`src/rtl/isl_de_gen.sv`:
```
// isl_de_gen: digitizer pixel pipeline that derives pixel/line counters from
// the input syncs and generates DE over a programmable active window.
// Two-stage pipeline: stage 1 = registered inputs + counters, stage 2 = outputs.
// Optional line/frame length measurement and line-lock detection are compiled
// in only when the macro ISL_DE_MEAS_EN is defined; otherwise htotal_o,
// vtotal_o and h_locked_o are tied to 0.

module isl_de_lane #(
  parameter int VEC_W = 8
) (
  input  logic             ISL_PCLK_i,
  input  logic             sys_reset_n,
  input  logic [VEC_W-1:0] din,
  output logic [VEC_W-1:0] dout
);

  logic [VEC_W-1:0] s1;

  // two-stage colour delay, aligned with the counter/DE pipeline
  always_ff @(posedge ISL_PCLK_i or negedge sys_reset_n) begin
    if (!sys_reset_n) begin
      s1   <= '0;
      dout <= '0;
    end else begin
      s1   <= din;
      dout <= s1;
    end
  end

endmodule

module isl_de_gen (
  input  logic        ISL_PCLK_i,
  input  logic        sys_reset_n,
  input  logic [7:0]  R_i,
  input  logic [7:0]  G_i,
  input  logic [7:0]  B_i,
  input  logic        HS_i,
  input  logic        VS_i,
  input  logic        hsync_pol,
  input  logic        vsync_pol,
  input  logic [8:0]  h_start,
  input  logic [10:0] h_active,
  input  logic [7:0]  v_start,
  input  logic [10:0] v_active,
  output logic [7:0]  R_o,
  output logic [7:0]  G_o,
  output logic [7:0]  B_o,
  output logic        HS_o,
  output logic        VS_o,
  output logic        DE_o,
  output logic [11:0] hcnt_o,
  output logic [10:0] vcnt_o,
  output logic [11:0] htotal_o,
  output logic [10:0] vtotal_o,
  output logic        h_locked_o
);

  localparam int          NUM_LANES = 3;
  localparam int          VEC_W     = 8;
  localparam logic [11:0] HCNT_MAX  = 12'hFFF;
  localparam logic [10:0] VCNT_MAX  = 11'h7FF;

  // ---------------------------------------------------------------- colour
  logic [NUM_LANES-1:0][VEC_W-1:0] pix_in;
  logic [NUM_LANES-1:0][VEC_W-1:0] pix_out;

  assign pix_in = {R_i, G_i, B_i};

  for (genvar gl = 0; gl < NUM_LANES; gl++) begin : g_lane
    isl_de_lane #(.VEC_W(VEC_W)) u_lane (
      .ISL_PCLK_i (ISL_PCLK_i),
      .sys_reset_n(sys_reset_n),
      .din        (pix_in[gl]),
      .dout       (pix_out[gl])
    );
  end

  assign {R_o, G_o, B_o} = pix_out;

  // ---------------------------------------------------------------- syncs
  // Raw sync levels are kept in stage 1 so the outputs keep input polarity;
  // the active-high view is derived combinationally from the polarity inputs.
  logic s1_hs;
  logic s1_vs;
  logic hs_act_in;
  logic vs_act_in;
  logic hs_act_s1;
  logic vs_act_s1;
  logic hs_lead;
  logic vs_lead;

  assign hs_act_in = hsync_pol ? HS_i  : ~HS_i;
  assign vs_act_in = vsync_pol ? VS_i  : ~VS_i;
  assign hs_act_s1 = hsync_pol ? s1_hs : ~s1_hs;
  assign vs_act_s1 = vsync_pol ? s1_vs : ~s1_vs;

  // Leading edge lands on the sample entering stage 1 this clock, so the
  // counters below update in lockstep with the stage-1 pixel.
  assign hs_lead = hs_act_in & ~hs_act_s1;
  assign vs_lead = vs_act_in & ~vs_act_s1;

  // ---------------------------------------------------------------- counters
  logic [11:0] hcnt;
  logic [10:0] vcnt;
  logic        vs_pending;
  logic        h_run;
  logic        v_zero;

  // A VS edge in the same cycle as the HS edge zeroes that very line.
  assign v_zero = hs_lead & (vs_pending | vs_lead);

  // stage-1 sync capture plus pixel/line counters; both hold at 0 after
  // reset until the first HS leading edge starts counting
  always_ff @(posedge ISL_PCLK_i or negedge sys_reset_n) begin
    if (!sys_reset_n) begin
      s1_hs      <= 1'b0;
      s1_vs      <= 1'b0;
      hcnt       <= '0;
      vcnt       <= '0;
      vs_pending <= 1'b0;
      h_run      <= 1'b0;
    end else begin
      s1_hs <= HS_i;
      s1_vs <= VS_i;
      if (hs_lead) begin
        h_run      <= 1'b1;
        hcnt       <= '0;
        vs_pending <= 1'b0;
        if (v_zero || !h_run)
          vcnt <= '0;
        else if (vcnt != VCNT_MAX)
          vcnt <= vcnt + 11'd1;
      end else begin
        if (vs_lead)
          vs_pending <= 1'b1;
        if (h_run && (hcnt != HCNT_MAX))
          hcnt <= hcnt + 12'd1;
      end
    end
  end

  // ---------------------------------------------------------------- DE
  // Window ends are 12 bits wide so start+active can never wrap; an active
  // length of 0 gives an empty window.
  logic [11:0] h_end;
  logic [11:0] v_end;
  logic [11:0] vcnt_w;
  logic        de_s1;

  assign h_end  = {3'b000, h_start} + {1'b0, h_active};
  assign v_end  = {4'b0000, v_start} + {1'b0, v_active};
  assign vcnt_w = {1'b0, vcnt};
  assign de_s1  = (hcnt >= {3'b000, h_start}) && (hcnt < h_end) &&
                  (vcnt_w >= {4'b0000, v_start}) && (vcnt_w < v_end);

  // stage-2 output register: syncs, DE and counters aligned to R_o/G_o/B_o
  always_ff @(posedge ISL_PCLK_i or negedge sys_reset_n) begin
    if (!sys_reset_n) begin
      HS_o   <= 1'b0;
      VS_o   <= 1'b0;
      DE_o   <= 1'b0;
      hcnt_o <= '0;
      vcnt_o <= '0;
    end else begin
      HS_o   <= s1_hs;
      VS_o   <= s1_vs;
      DE_o   <= de_s1;
      hcnt_o <= hcnt;
      vcnt_o <= vcnt;
    end
  end

  // ---------------------------------------------------------------- measure
`ifdef ISL_DE_MEAS_EN
  logic [2:0]  lock_cnt;
  logic [2:0]  lock_nxt;
  logic        v_seen;
  logic [11:0] h_len;
  logic [10:0] v_len;

  // Completed length is last index + 1, clamped so a saturated counter
  // reports full scale instead of wrapping to 0.
  assign h_len = (hcnt == HCNT_MAX) ? HCNT_MAX : hcnt + 12'd1;
  assign v_len = (vcnt == VCNT_MAX) ? VCNT_MAX : vcnt + 11'd1;

  // consecutive-equal-line counter: restarts at 1 on a new value, caps at 4
  always_comb begin
    lock_nxt = lock_cnt;
    if (h_len != htotal_o)
      lock_nxt = 3'd1;
    else if (lock_cnt != 3'd4)
      lock_nxt = lock_cnt + 3'd1;
  end

  // line/frame length capture at HS edges; the partial line/frame seen
  // right after reset is never reported
  always_ff @(posedge ISL_PCLK_i or negedge sys_reset_n) begin
    if (!sys_reset_n) begin
      htotal_o   <= '0;
      vtotal_o   <= '0;
      h_locked_o <= 1'b0;
      lock_cnt   <= '0;
      v_seen     <= 1'b0;
    end else if (hs_lead) begin
      if (h_run) begin
        htotal_o   <= h_len;
        lock_cnt   <= lock_nxt;
        h_locked_o <= (lock_nxt == 3'd4);
      end
      if (v_zero) begin
        v_seen <= 1'b1;
        if (v_seen)
          vtotal_o <= v_len;
      end
    end
  end
`else
  assign htotal_o   = '0;
  assign vtotal_o   = '0;
  assign h_locked_o = 1'b0;
`endif

endmodule

```
`config.mk`:
```
export PLATFORM = sky130hd
export DESIGN_NAME = isl_de_gen
export DESIGN_NICKNAME = d
export VERILOG_FILES = /design/src/rtl/isl_de_gen.sv
export SDC_FILE = /design/constraint.sdc
export NUM_CORES = 1
export LEC_CHECK = 0
export ABC_CLOCK_PERIOD_IN_PS = 1950
export BUFFER_PORTS_ARGS = -buffer_cell sky130_fd_sc_hd__clkbuf_2
export CORE_MARGIN = 5
export CORE_UTILIZATION = 47
export CTS_CLUSTER_DIAMETER = 120
export CTS_CLUSTER_SIZE = 16
export DETAILED_ROUTE_END_ITERATION = 16
export GPL_ROUTABILITY_DRIVEN = 0
export GPL_TIMING_DRIVEN = 0
export PLACE_DENSITY = 0.76
export SLEW_MARGIN = 5
export SYNTH_ARGS = -nofsm -noshare
export SYNTH_HDL_FRONTEND = slang
export SYNTH_SLANG_ARGS = --single-unit
```
`constraint.sdc`:
```
create_clock -name ISL_PCLK_i -period 1.95 [get_ports ISL_PCLK_i]
set_clock_uncertainty 0.1 [all_clocks]
set_input_delay 0.0975 -clock ISL_PCLK_i [delete_from_list [all_inputs] [get_ports ISL_PCLK_i]]
set_output_delay 0.0975 -clock ISL_PCLK_i [all_outputs]
set_load 0.01 [all_outputs]
```
==> results of run 1 <==
sequential cells by signal (all words and copies together) (netlist names):
signal,count
g_lane.u_lane.s1,24
hcnt_o,12
s1_hs,1
g_lane.u_lane.dout,24
vs_pending,1
VS_o,1
vcnt_o,11
vcnt,11
HS_o,1
s1_vs,1
DE_o,1
hcnt,12
h_run,1
logic make-up (layout without fill, tap and decap cells):
kind of cell	count (synthesis)	in the layout	synth area share, %
flops	101	101	49.9
compound gates	74	74	10.4
other cells	1	24	0.0740
fa+ha+maj	59	59	14.9
mux	1	1	0.197
buf+inv	54	228	5.85
simple gates	130	130	13.3
xor+xnor	32	32	5.53
worst paths after layout:
| kind | startpoint | endpoint | slack [ns] | cells after the start |
|---|---|---|---|---|
| hold reg to reg | g_lane[0].u_lane.s1[1] | g_lane[0].u_lane.dout[1] | 0.25 | 0 |
| hold / removal | v_active[10] | DE_o | 0.06 | 3 |
| max in group asynchronous | sys_reset_n | vcnt[1] | 0.81 | 3 |
| min in group asynchronous | sys_reset_n | g_lane[2].u_lane.dout[3] | 0.25 | 2 |
| setup reg to reg | hcnt[0] | DE_o | -0.44 | 7 |
| setup / recovery | v_start[0] | DE_o | -0.68 | 15 |
cell usage after synthesis (2+ instances only):
cell | instances | share of area, %
dfrtp_1 | 101 | 50
ha_1 | 57 | 14
nor2_1 | 40 | 3.0
inv_1 | 25 | 1.9
buf_4 | 24 | 3.6
nand2_1 | 23 | 1.7
a21oi_1 | 19 | 1.9
xor2_1 | 18 | 3.1
nand3_1 | 15 | 1.5
xnor2_1 | 14 | 2.4
o21ai_0 | 11 | 1.1
nand4_1 | 9 | 1.1
nor4_1 | 7 | 0.86
a21o_1 | 6 | 0.89
nor3_1 | 6 | 0.59
a211oi_1 | 5 | 0.74
and3_1 | 5 | 0.62
nand2b_1 | 4 | 0.49
nor2b_1 | 4 | 0.49
o211ai_1 | 4 | 0.59
o21a_1 | 4 | 0.59
a31oi_1 | 3 | 0.37
o2111ai_1 | 3 | 0.52
or4_1 | 3 | 0.44
a2111oi_0 | 2 | 0.35
a21oi_2 | 2 | 0.35
and4_1 | 2 | 0.35
buf_2 | 2 | 0.20
clkbuf_1 | 2 | 0.15
fa_1 | 2 | 0.79
o31a_1 | 2 | 0.35
o31ai_1 | 2 | 0.30
tightest hold or removal path, cell delays in order:
cell and delay [ns]:
clkbuf_2 0.11, nand4bb_1 0.17, a2111oi_4 0.09
power by group:
group          total (mW)  switching, mW  internal, mW
Clock                1.29          0.689         0.602
Sequential           2.46          0.185          2.28
Combinational        1.24          0.643         0.594
timing repair:
| action | 4_1_cts | 5_1_grt |
|---|---|---|
| pin swaps | 16 | 22 |
| gates resized for setup | 6 | 36 |
| cloned | 0 | 1 |
| setup endpoints to repair | 12 | 15 |
| hold buffers | 28 | 0 |
| buffers inserted | 3 | 7 |
| endpoints found under the hold margin | 74 | 0 |
layer usage:
metal  routed length (µm)  up-vias  part of all wire, %  GRT usage [%]
met1                 5110     1813                   43           24.1
met2                 5590      148                   47           31.0
met5                    0        -                    0              0
li1                     -     1944                    -              -
met4                  217        0                  1.8           5.54
met3                  863       19                  7.3           3.77
layout make-up:
| class | count | area, µm² |
|---|---|---|
| multi-input cells | 320 | 2540 |
| clock inverters | 6 | 70.1 |
| plain buffers | 29 | 211 |
| clock buffers | 10 | 128 |
| repair buffers | 158 | 1010 |
| inverters | 25 | 93.8 |
| well taps | 140 | 175 |
| fillers | 829 | 3940 |
| flip-flops and latches | 101 | 2530 |
stage by stage:
step,instances,cell area [µm²],setup slack (ns),setup TNS [ns],hold WS [ns]
after floorplan,475,5190,-0.795,-0.795,-0.298
after global placement,733,5960,-1.07,-44.54,0.107
after detailed placement,734,5990,-1.15,-1.22,0.0947
after CTS,781,6540,-0.751,-0.751,0.0437
after global routing,789,6760,-0.791,-0.840,0.0341
final,789,6760,-0.675,-0.675,0.0619
==> flow_metrics.env, run 1 <==
export IMPL_critical_path_buf_inv_count=2
export IMPL_worstPathArrival_ns=2.77
export IMPL_ys_types=58
export IMPL_clkSinkCount=101
export IMPL_crit_path_max_incr_delay_ns=0.35
export IMPL_drt_first_pass_iters=4
export IMPL_grt_max_degree=55
export IMPL_diodes=0
export IMPL_ant_nets=0
export IMPL_io_pins=143
export IMPL_numCtsBuffers=9
export IMPL_syn_area_um2=5070
export IMPL_overflow=0
export IMPL_insertion_delay_ns=0.35
export IMPL_die_x_um=114
export IMPL_setup_viol=1
export IMPL_power_density_nw_per_um2=739
export IMPL_die_h_um=114
export IMPL_critPathRequiredTime_ns=2.09
export IMPL_max_freq_mhz=381
export IMPL_dp_final_hpwl_um=8530
export IMPL_ys_warn_count=0
export IMPL_die_area_um2=13000
export IMPL_root_buffer="clkbuf_8"
export IMPL_crit_family="compound AO/OA/AOI/OAI gates"
export IMPL_synthFlopType="dfrtp_1"
export IMPL_wirelength_um=11800
export IMPL_grt_pass1_vias=4107
export IMPL_hold_violations=0
export IMPL_critPathMaxFanout=3
export IMPL_syn_to_final_growth_pct=33.3
export IMPL_port_buffers=118
export IMPL_nets=772
export IMPL_min_path_type="primary input to flip-flop"
export IMPL_path_clk_slew_ns=0.09
export IMPL_drive_above_1_share_pct=32.7
export IMPL_synth_cells=452
export IMPL_maxCapViolCount=0
export IMPL_rows=38
export IMPL_power_mw=4.99
export IMPL_core_um2=10700
export IMPL_critPathKind="primary input to flip-flop"
export IMPL_fin_util_pct=63.2
export IMPL_drtIter0Drc=200
export IMPL_antenna_found_initial=0
export IMPL_timing_slew_headroom_pct=56.1
export IMPL_slowest_stage="o311ai_4"
export IMPL_leakagePower_nw=3.41
export IMPL_slew_violations=0
export IMPL_final_cell_mix="clkbuf_2, dfrtp_1, ha_1"
export IMPL_vias=3924
export IMPL_worst_pin_slew_ns=0.658
export IMPL_grt_total_usage_pct=18.4
export IMPL_violations="negative setup slack"
export IMPL_min_period_over_period_pct=135
export IMPL_path_cells="buf_8, ha_4, inv_2, fa_2, nor2b_2, o31a_1, o311ai_4, a21oi_2, xnor2_1, ha_1, o21a_1, o21a_1, o21ai_2, a31oi_2, a2111oi_4"
export IMPL_grt_pass1_wl_um=19300
export IMPL_period_minus_slack_ns=2.63
export IMPL_wl_per_cell_um=14.9
export IMPL_status="finished with violations"
export IMPL_yosysSeqAreaShare_pct=49.9
export IMPL_grt_setup_unrepaired="true"
export IMPL_clockBufferDepth=2
export IMPL_async_reset_ff_share_pct=100
export IMPL_start_util_pct=47.4
export IMPL_cts_tree="yes"
export IMPL_path_common_cell="o21a_1"
export IMPL_cp_end_kind="flip-flop"
export IMPL_setup_slack_ns=-0.675
export IMPL_viasPerCell=4.97
export IMPL_start_kind="primary input"
export IMPL_ir_drop_mv=0.511
export IMPL_synth_area_per_cell_um2=11.2
export IMPL_synth_edf_count=0
export IMPL_route_detailed_drc=0
export IMPL_layout_commonest_cell="clkbuf_2"
export IMPL_htreeDepth=3
export IMPL_synth_seq_cells=101
Note: power is estimated with default switching activity, not from simulation.
==> run 2, diff against run 1 <==
- CORE_ASPECT_RATIO: not set -> 2
- PLACE_DENSITY: 0.76 -> not set
- PLACE_DENSITY_LB_ADDON: not set -> 0.1
- SKIP_CTS_REPAIR_TIMING: not set -> 1
==> run 2 against run 1 <==
Against the previous run:
- largest cell class is now sequential cells
- die area up 0.97%
- cell area up 0.44%
- critical path type unchanged
- final cell count down 0.76%
- worst hold slack worse by 0.012 ns
- clock power up 35%
- sequential share of layout area down 0.15 points
- global-route usage down 0.37 points
- non-clock buffer count down 2
- clock-buffer cell count up 2
- the flow still finishes with violations (negative setup slack)
- critical endpoint unchanged
- via count down 0.10%
- first-iteration DRC count down 45%
==> flow_metrics.env, run 2 (synthesis gave the netlist of run 1 again) <==
export IMPL_ff2ff_path_depth=7
export IMPL_vias=3920
export IMPL_die_x_um=83.4
export IMPL_setup_slack_ns=-0.827
export IMPL_viasPerCell=5.01
export IMPL_power_mw=5.42
export IMPL_p_seq_share_pct=45.7
export IMPL_crit_path_start="v_start[4]"
export IMPL_regToRegStartpoint="hcnt[0]"
export IMPL_port_buffers=118
export IMPL_slowest_stage="a2111o_1"
export IMPL_period_minus_slack_ns=2.78
export IMPL_hold_path_cell_count=3
export IMPL_min_from="v_active[10]"
export IMPL_fin_cells=783
export IMPL_critPathRequiredTime_ns=2.07
export IMPL_path_cells="clkbuf_2, ha_1, and3_1, a2111o_1, a21oi_1, o22ai_1, xnor2_1, ha_1, o21a_1, o21a_1, o21ai_2, a31oi_2, a2111oi_4"
export IMPL_clockBufferDepth=2
export IMPL_slew_violations=0
export IMPL_worst_pin_slew_ns=0.738
export IMPL_rows=53
export IMPL_cp_end_kind="flip-flop"
export IMPL_ant_nets=0
export IMPL_timing_slew_headroom_pct=50.7
export IMPL_io_pins=143
export IMPL_swShare_pct=28.3
export IMPL_die_h_um=157
export IMPL_setup_viol=1
export IMPL_htreeDepth=3
export IMPL_wl_per_cell_um=15.5
export IMPL_die_area_um2=13100
export IMPL_grt_max_degree=64
export IMPL_root_buffer="clkbuf_16"
export IMPL_critPathMaxFanout=5
export IMPL_route_detailed_drc=0
export IMPL_drt_first_pass_iters=4
export IMPL_dp_final_hpwl_um=9260
export IMPL_min_path_type="primary input to flip-flop"
export IMPL_max_freq_mhz=360
export IMPL_nets=770
export IMPL_p_sw_mw=1.53
export IMPL_power_density_nw_per_um2=798
export IMPL_overflow=0
export IMPL_pwr_share_comb_pct=22.1
export IMPL_diodes=0
export IMPL_grt_total_usage_pct=18.0
export IMPL_antenna_found_initial=0
export IMPL_maxCapViolCount=0
export IMPL_grt_setup_unrepaired="true"
export IMPL_grt_pass1_wl_um=18900
export IMPL_start_kind="primary input"
export IMPL_numCtsBuffers=9
export IMPL_grt_pass1_vias=4017
export IMPL_internal_power_mw=3.88
export IMPL_p_clk_share_pct=32.1
export IMPL_worstPathArrival_ns=2.90
export IMPL_core_um2=10500
export IMPL_wirelength_um=12100
export IMPL_clkSinkCount=101
export IMPL_layout_commonest_cell="clkbuf_2"
export IMPL_top_regs="g_lane.u_lane.dout: 24 flops, g_lane.u_lane.s1: 24 flops"
export IMPL_path_clk_slew_ns=0.06
export IMPL_critPathKind="primary input to flip-flop"
export IMPL_dp_cells=731
export IMPL_status="finished with violations"
export IMPL_violations="negative setup slack"
export IMPL_crit_path_max_incr_delay_ns=0.45
export IMPL_ir_drop_mv=0.605
export IMPL_drive_above_1_share_pct=31.9
export IMPL_drtIter0Drc=111
export IMPL_min_period_over_period_pct=142
export IMPL_hold_violations=0
export IMPL_fin_util_pct=64.4
export IMPL_cts_tree="yes"
export IMPL_leakagePower_nw=3.44
export IMPL_hold_ws_ns=0.0500
export IMPL_syn_to_final_growth_pct=33.9
export IMPL_final_cell_mix="clkbuf_2, dfrtp_1, ha_1"
export IMPL_insertion_delay_ns=0.34
export IMPL_start_util_pct=48.1
[run 2: changes by cell type in the layout (fill, tap and decap cells not counted), sizes merged]
cell and delta:
clkinvlp -2, inv -2, buf -1, clkbuf +1
clkinv +1
[run 2: power by group through the flow]
| stage | logic (mW) | clock network [mW] | registers (mW) |
|---|---|---|---|
| global route | 1.37 | 1.88 | 2.50 |
| detailed placement | 1.10 | 0 | 2.51 |
| CTS | 1.11 | 1.79 | 2.47 |
| global placement | 1.05 | 0 | 2.51 |
| floorplan | 0.672 | 0 | 2.49 |
| finish | 1.20 | 1.74 | 2.48 |
[run 2: final cells by class]
cell class	count	area, µm²
Buffer	29	209
Fill cell	837	3760
Inverter	25	93.8
Tap cell	137	171
Clock buffer	12	246
Sequential cell	101	2530
Clock inverter	3	46.3
Timing Repair Buffer	156	986
Multi-Input combinational cell	320	2500
[run 2: worst paths after layout]
check | to | slack (ns)
setup / recovery | DE_o | -0.83
hold / removal | DE_o | 0.05
setup reg to reg | DE_o | -0.58
hold reg to reg | g_lane[2].u_lane.dout[7] | 0.25
max in group asynchronous | hcnt[1] | 0.85
min in group asynchronous | g_lane[2].u_lane.s1[5] | 0.22
[run 2: stage by stage]
| step | TNS, ns | worst slack (ns) | cell area (µm²) |
|---|---|---|---|
| floorplan | -0.795 | -0.795 | 5190 |
| global placement | -46.52 | -1.12 | 5960 |
| detailed placement | -1.76 | -1.15 | 5990 |
| CTS | -1.59 | -0.818 | 6280 |
| global route | -0.936 | -0.927 | 6790 |
| finish | -0.827 | -0.827 | 6790 |
[run 2: per-layer routing]
layer	vias up	GRT usage, %	part of all wire, %
met2	88	36.5	61
met1	1873	17.5	34
met5	-	0	0
met3	24	3.53	3.2
li1	1935	-	-
met4	0	6.83	2.4
[run 2: critical path, delay by kind of cell]
family / cells / cell delay (ns)
AO/OA/AOI/OAI: 8 / 1.64
buffers and inverters: 1 / 0.09
AND/OR/NAND/NOR: 1 / 0.22
adder cells (fa/ha/maj): 2 / 0.61
XOR/XNOR: 1 / 0.24
